===== src/rtl/sr_iter.sv =====
// Iterative 32-bit right shifter (SRL/SRA) for the execute stage, one step per cycle.
// Define SR_FAST_EN to step by 4 while the remaining count allows it.
module sr_iter (
    input  logic        i_clk,
    input  logic        i_rst,
    input  logic        i_start,
    input  logic [31:0] i_operand_a,
    input  logic [31:0] i_operand_b,
    input  logic        i_arith,
    output logic        o_busy,
    output logic        o_done,
    output logic [31:0] o_sr_data
);

    localparam int DATA_W  = 32;
    localparam int SHAMT_W = 5;

    typedef enum logic [1:0] {
        IDLE  = 2'd0,
        SHIFT = 2'd1,
        DONE  = 2'd2
    } state_t;

    state_t              state_q, state_d;
    logic [DATA_W-1:0]   data_q, data_d;
    logic [SHAMT_W-1:0]  cnt_q, cnt_d;
    logic                fill_q, fill_d;
    logic [2:0]          step;

    // Upper shift-amount bits are architecturally ignored.
    logic unused_b;
    assign unused_b = ^i_operand_b[DATA_W-1:SHAMT_W];

    // Fill comes from the bit captured at start, never from the working register.
    function automatic logic [DATA_W-1:0] shift_fill(input logic [DATA_W-1:0] d,
                                                     input logic              f,
                                                     input logic [2:0]        s);
        logic [DATA_W-1:0] fill_mask;
        fill_mask = ~({DATA_W{1'b1}} >> s) & {DATA_W{f}};
        return (d >> s) | fill_mask;
    endfunction

    always_ff @(posedge i_clk) begin
        if (i_rst) begin
            state_q <= IDLE;
            data_q  <= '0;
            cnt_q   <= '0;
            fill_q  <= 1'b0;
        end else begin
            state_q <= state_d;
            data_q  <= data_d;
            cnt_q   <= cnt_d;
            fill_q  <= fill_d;
        end
    end

    always_comb begin
        state_d = state_q;
        data_d  = data_q;
        cnt_d   = cnt_q;
        fill_d  = fill_q;
        step    = 3'd1;
`ifdef SR_FAST_EN
        if (cnt_q >= SHAMT_W'(4)) begin
            step = 3'd4;
        end
`else
        step = 3'd1;
`endif
        case (state_q)
            IDLE: begin
                if (i_start) begin
                    data_d  = i_operand_a;
                    cnt_d   = i_operand_b[SHAMT_W-1:0];
                    fill_d  = i_arith & i_operand_a[DATA_W-1];
                    state_d = (i_operand_b[SHAMT_W-1:0] != '0) ? SHIFT : DONE;
                end
            end
            SHIFT: begin
                data_d = shift_fill(data_q, fill_q, step);
                cnt_d  = cnt_q - {2'b00, step};
                if (cnt_d == '0) begin
                    state_d = DONE;
                end
            end
            DONE: begin
                state_d = IDLE;
            end
            default: begin
                state_d = IDLE;
            end
        endcase
    end

    assign o_busy    = (state_q != IDLE);
    assign o_done    = (state_q == DONE);
    assign o_sr_data = data_q;

endmodule


===== config.mk =====
export PLATFORM = sky130hd
export DESIGN_NAME = sr_iter
export DESIGN_NICKNAME = d
export VERILOG_FILES = /design/src/rtl/sr_iter.sv
export SDC_FILE = /design/constraint.sdc
export NUM_CORES = 1
export LEC_CHECK = 0
export CAP_MARGIN = 20
export CORE_MARGIN = 1.5
export CORE_UTILIZATION = 44
export DETAILED_ROUTE_END_ITERATION = 16
export PLACE_DENSITY = 0.92
export SKIP_CTS_REPAIR_TIMING = 1
export SYNTH_ARGS = -nofsm -noshare
export SYNTH_HDL_FRONTEND = slang
export SYNTH_SLANG_ARGS = --single-unit
export TNS_END_PERCENT = 1

===== constraint.sdc =====
create_clock -name i_clk -period 2.1 [get_ports i_clk]
set_clock_uncertainty 0.05 [all_clocks]
set_input_delay 0.21 -clock i_clk [delete_from_list [all_inputs] [get_ports i_clk]]
set_output_delay 0.21 -clock i_clk [all_outputs]
set_load 0.03 [all_outputs]

# Word-level counts from Yosys, hierarchy flattened
# Index checks and enable logic that the tools add are counted.
[word_totals]
elab_cells = 27
inputBits = 68
ff_bits = 40
output_inout_bits = 34
[classes]
n_eq_ne = 4
muxes = 8
bitwise_logic = 2
n_reduce_logical = 8
add_sub_neg = 1
[ops]
columns = ["operator", "n"]
rows = [
  ["32-bit case mux with 2 select lines", 1],
  ["32-bit 2-to-1 mux", 1],
  ["31-bit by 32-bit OR with 32-bit output", 1],
  ["5-bit case mux with 2 select lines", 1],
  ["2-bit 2-to-1 mux", 3],
  ["2-bit AND reduction", 3],
  ["5-bit zero test", 1],
  ["5-bit 2-to-1 mux", 1],
  ["5-bit nonzero test", 1],
  ["5-bit by 1-bit subtractor with 5-bit output (second input constant)", 1],
  ["2-bit inequality test (second input constant)", 2],
  ["2-bit case mux with 2 select lines", 1],
  ["2-bit nonzero test", 2],
  ["2-bit by 1-bit equality test with 1-bit output (second input constant)", 1],
  ["2-bit equality test (second input constant)", 1],
  ["2-bit zero test", 1],
  ["1-bit bitwise AND", 1],
]

# Logic depth before layout (Yosys ltp)
[depth]
depth_word = 4
ltp_mapped = 5
mapped_depth_nobuf = 5

# Worst setup path before layout
# OpenSTA, ideal clock, no wires.
[synth_timing]
path_type = "flip-flop to flip-flop"
startpoint = "register cnt_q[0]"
endpoint = "register cnt_q[4]"
path_buffers = 0
synth_period_minus_slack_ns = 1.262
slack_ns = 0.838
path_stages_with_launch = 6
required_ns = 1.963
setup_time_ns = 0.087
t_arrival_ns = 1.126
path_cell_list = "dfxtp_1 -> inv_1 -> ha_1 -> nor3b_1 -> xnor2_1 -> a211oi_1"
[synth_via]
elab_chain_cells = 2
[synth_lines]
columns = ["element", "line", "source"]
rows = [
  ["start: declaration", "26", "logic [SHAMT_W-1:0] cnt_q, cnt_d;"],
  ["start signal: assignment", "52", "cnt_q <= cnt_d;"],
  ["5-bit by 1-bit subtractor with 5-bit output", "81", "cnt_d = cnt_q - {2'b00, step};"],
  ["5-bit case mux with 2 select lines", "70", "case (state_q)"],
]
# No other way between the ends.
# A chain may end at the register's enable or synchronous reset.

# Worst setup path after layout
[layout_timing]
startpoint = "register state_q[0]"
endpoint = "output port o_busy"
[layout_via]
elab_chain_cells = 1
[layout_lines]
columns = ["element", "line", "source"]
rows = [
  ["start: declaration", "24", "state_t state_q, state_d;"],
  ["start signal: assignment", "50", "state_q <= state_d;"],
  ["2-bit nonzero test", "95", "assign o_busy = (state_q != IDLE);"],
  ["end: declaration", "10", "output logic o_busy,"],
]
# No other way between the ends.

==> results by group <==
Setup path
  • R2r setup slk: 480 ps
  • Worst Reg-to-Reg Cells: 4
  • Worst Setup SP: state_q[0]
  • Crit path kind: reg -> out
  • Slowest-stage cell, CP: clkdlybuf4s50_1
  • Worst stage delay on the critical path: 650 ps
  • Crit-path max FO: 9
  • Arrival time at the worst endpoint: 1610 ps
  • Reg2reg start: state_q[0]
  • Startpoint Class: flop
  • Critical Path RT: 1840 ps
  • Crit. End Element: output port
  • Critical path, cell by cell: or2_2 > clkdlybuf4s50_1

Floorplanning
  • Die H: 72.2 um
  • Total die area: 5210 um2
  • # IOs: 102
  • Initial Utilization: 0.471
  • # rows: 24
  • Core area: 4470 um2
  • Die width: 72.2 um

Route
  • Routed length per instance: 13.3 um
  • Iteration-0 DRC Markers: 72
  • Antenna-violating nets left: 0
  • DR vias/cell: 5.37
  • DRC violations left: 0
  • Drt total wl: 4.70 mm
  • 1st-pass router iterations: 4
  • Vias: 1894

Power and ir drop
  • Power Dens Cells: 1010 nW/um2
  • PnR Total Power: 2.99 mW
  • Maximum vdd drop: 0.000521 V
  • Leakage dissipation: 1.10 nW

Hold path
  • Hold_sp: i_rst
  • HP Class: in -> reg
  • Hold depth: 2

Timing
  • Setup WS post-layout: 230 ps
  • Crit share post-route: 0.891
  • F_max: 0.535 GHz
  • Unrepaired setup endpoints after global routing: false
  • Min Clock Period, post-route: 1870 ps
  • Final setup fails: 0
  • Hold WS: 414 ps
  • Worst slew pin tran: 635 ps
  • Final Hold Fails: 0
  • Worst relative slew slack: 0.577
  • Final TNS setup: 0 ps
  • Max Slew Vio Count: 0

Yosys
  • Yosys reg bits: 40
  • Synth Net Count: 303
  • Async set-reset flop share out of synthesis: 0
  • Mapped Area: 2110 um2
  • Mapped Cells: 233
  • Post-synthesis sequential area ratio: 0.380
  • Post-synth EDFFs: 0
  • Most frequent cell after synthesis: nand2_1
  • Top post-synthesis cells by count: 69 x nand2_1, 40 x dfxtp_1, 36 x nor2_1, 34 x a311oi_2, 7 x buf_6
  • Mean post-synth cell area: 9.04 um2
  • Yosys cell types: 33
  • Synth area leader: dfxtp_1
  • Warnings, synthesis: 0
  • Dominant synthesized flop cell: dfxtp_1
  • Area contributors post-synth: dfxtp_1 38%, a311oi_2 24%, nand2_1 12%
  • Share of the synthesized area in the top cell type: 0.380

Final layout
  • Total Nets Final: 370
  • Final instance area: 2970 um2
  • Antenna cells: 0
  • Final core utilization: 0.664
  • Share of layout cells above drive strength 1: 0.173
  • Final cell count without fillers: 353
  • Area grow syn2layout: 40.9%

Clock network
  • # clock sinks: 40
  • Root Buffer: clkbuf_8
  • TritonCTS clock tree: done
  • Clock slew at reported path FFs: 80 ps
  • Clock buffer depth: 2
  • H-tree depth: 2
  • Worst-Skew Late Latency: 290 ps
  • CTS Buf Count: 5

Global route
  • Number of antenna violations at the first check in global routing: 0
  • First-pass GRT wire length: 7.88 mm
  • Gr ovfl total: 0
  • Number of global-route vias before repair: 1775
  • Tot GR Track Use: 0.189
  • Largest net degree at the start of global routing: 41

Place
  • Post-Place Setup Slack: 405 ps
  • Placed cell area: 2840 um2
  • Placer Congestion: 0.750
  • Detailed placement HPWL: 3.30 mm
  • Port-buffer cells: 74
  • Dpl cells: 345

Job
  • Max-cap viol count: 0

Status
  • Run status: finished clean
==> layout by cell type, fill, tap and decap left out, drive strengths merged, types with 2 or more instances in the layout <==
master / count
clkdlybuf4s50: 73
nand2: 69
dfxtp: 40
nor2: 36
a311oi: 35
clkbuf: 7
buf: 7
nand2b: 3
o21ai: 3
inv: 2
nor2b: 2
nor3b: 2
a31oi: 2
a211oi: 2
ha: 2
==> sequential cells by signal, indices dropped and copies added, names as in the netlist <==
name	cells
cnt_q	5
fill_q	1
o_sr_data	32
state_q	2
==> worst max-delay path, delay by kind of cell (launching register included) <==
family	cells	cell delay, ps
flip-flops	1	500
AND/OR/NAND/NOR	1	170
buffers and inverters	1	650
==> area by class of cell <==
type                    instances  area, um2
well taps                      52       65.1
clock inverters                 1       30.0
multi-input cells             171       1150
flip-flops and latches         40        801
inverters                       2       7.51
clock buffers                   7       96.3
fillers                       362       1510
repair buffers                 80        818
==> path summary, 6_finish.rpt <==
path	endpoint
worst max-delay path	o_busy
worst min register to register	fill_q
worst min-delay path	fill_q
worst max register to register	cnt_q[3]
==> layer usage <==
| layer | up-vias | GRT usage | part of all wire |
|---|---|---|---|
| met5 | - | 0 | 0 |
| met4 | 0 | 0.0440 | 0.0089 |
| met3 | 6 | 0.0597 | 0.068 |
| met2 | 57 | 0.323 | 0.49 |
| met1 | 877 | 0.234 | 0.44 |
| li1 | 954 | - | - |
==> cell families after synthesis <==
logic type | Yosys count | synth area share
AOI/OAI and AO/OA | 49 | 0.295
xor gates and xnor gates | 2 | 0.00832
adders and majority gates | 2 | 0.0119
buffers and inverters | 22 | 0.0766
DFF | 40 | 0.380
and+or+nand+nor | 118 | 0.229
==> power breakdown <==
group          total, mW  internal, mW  switching (mW)  leakage, nW
registers           1.03         0.904           0.126        0.332
clock network      0.680         0.419           0.261       0.0645
logic               1.28         0.559           0.718        0.707
total               2.99          1.88            1.10         1.10
(Power assumes the default switching activity.)
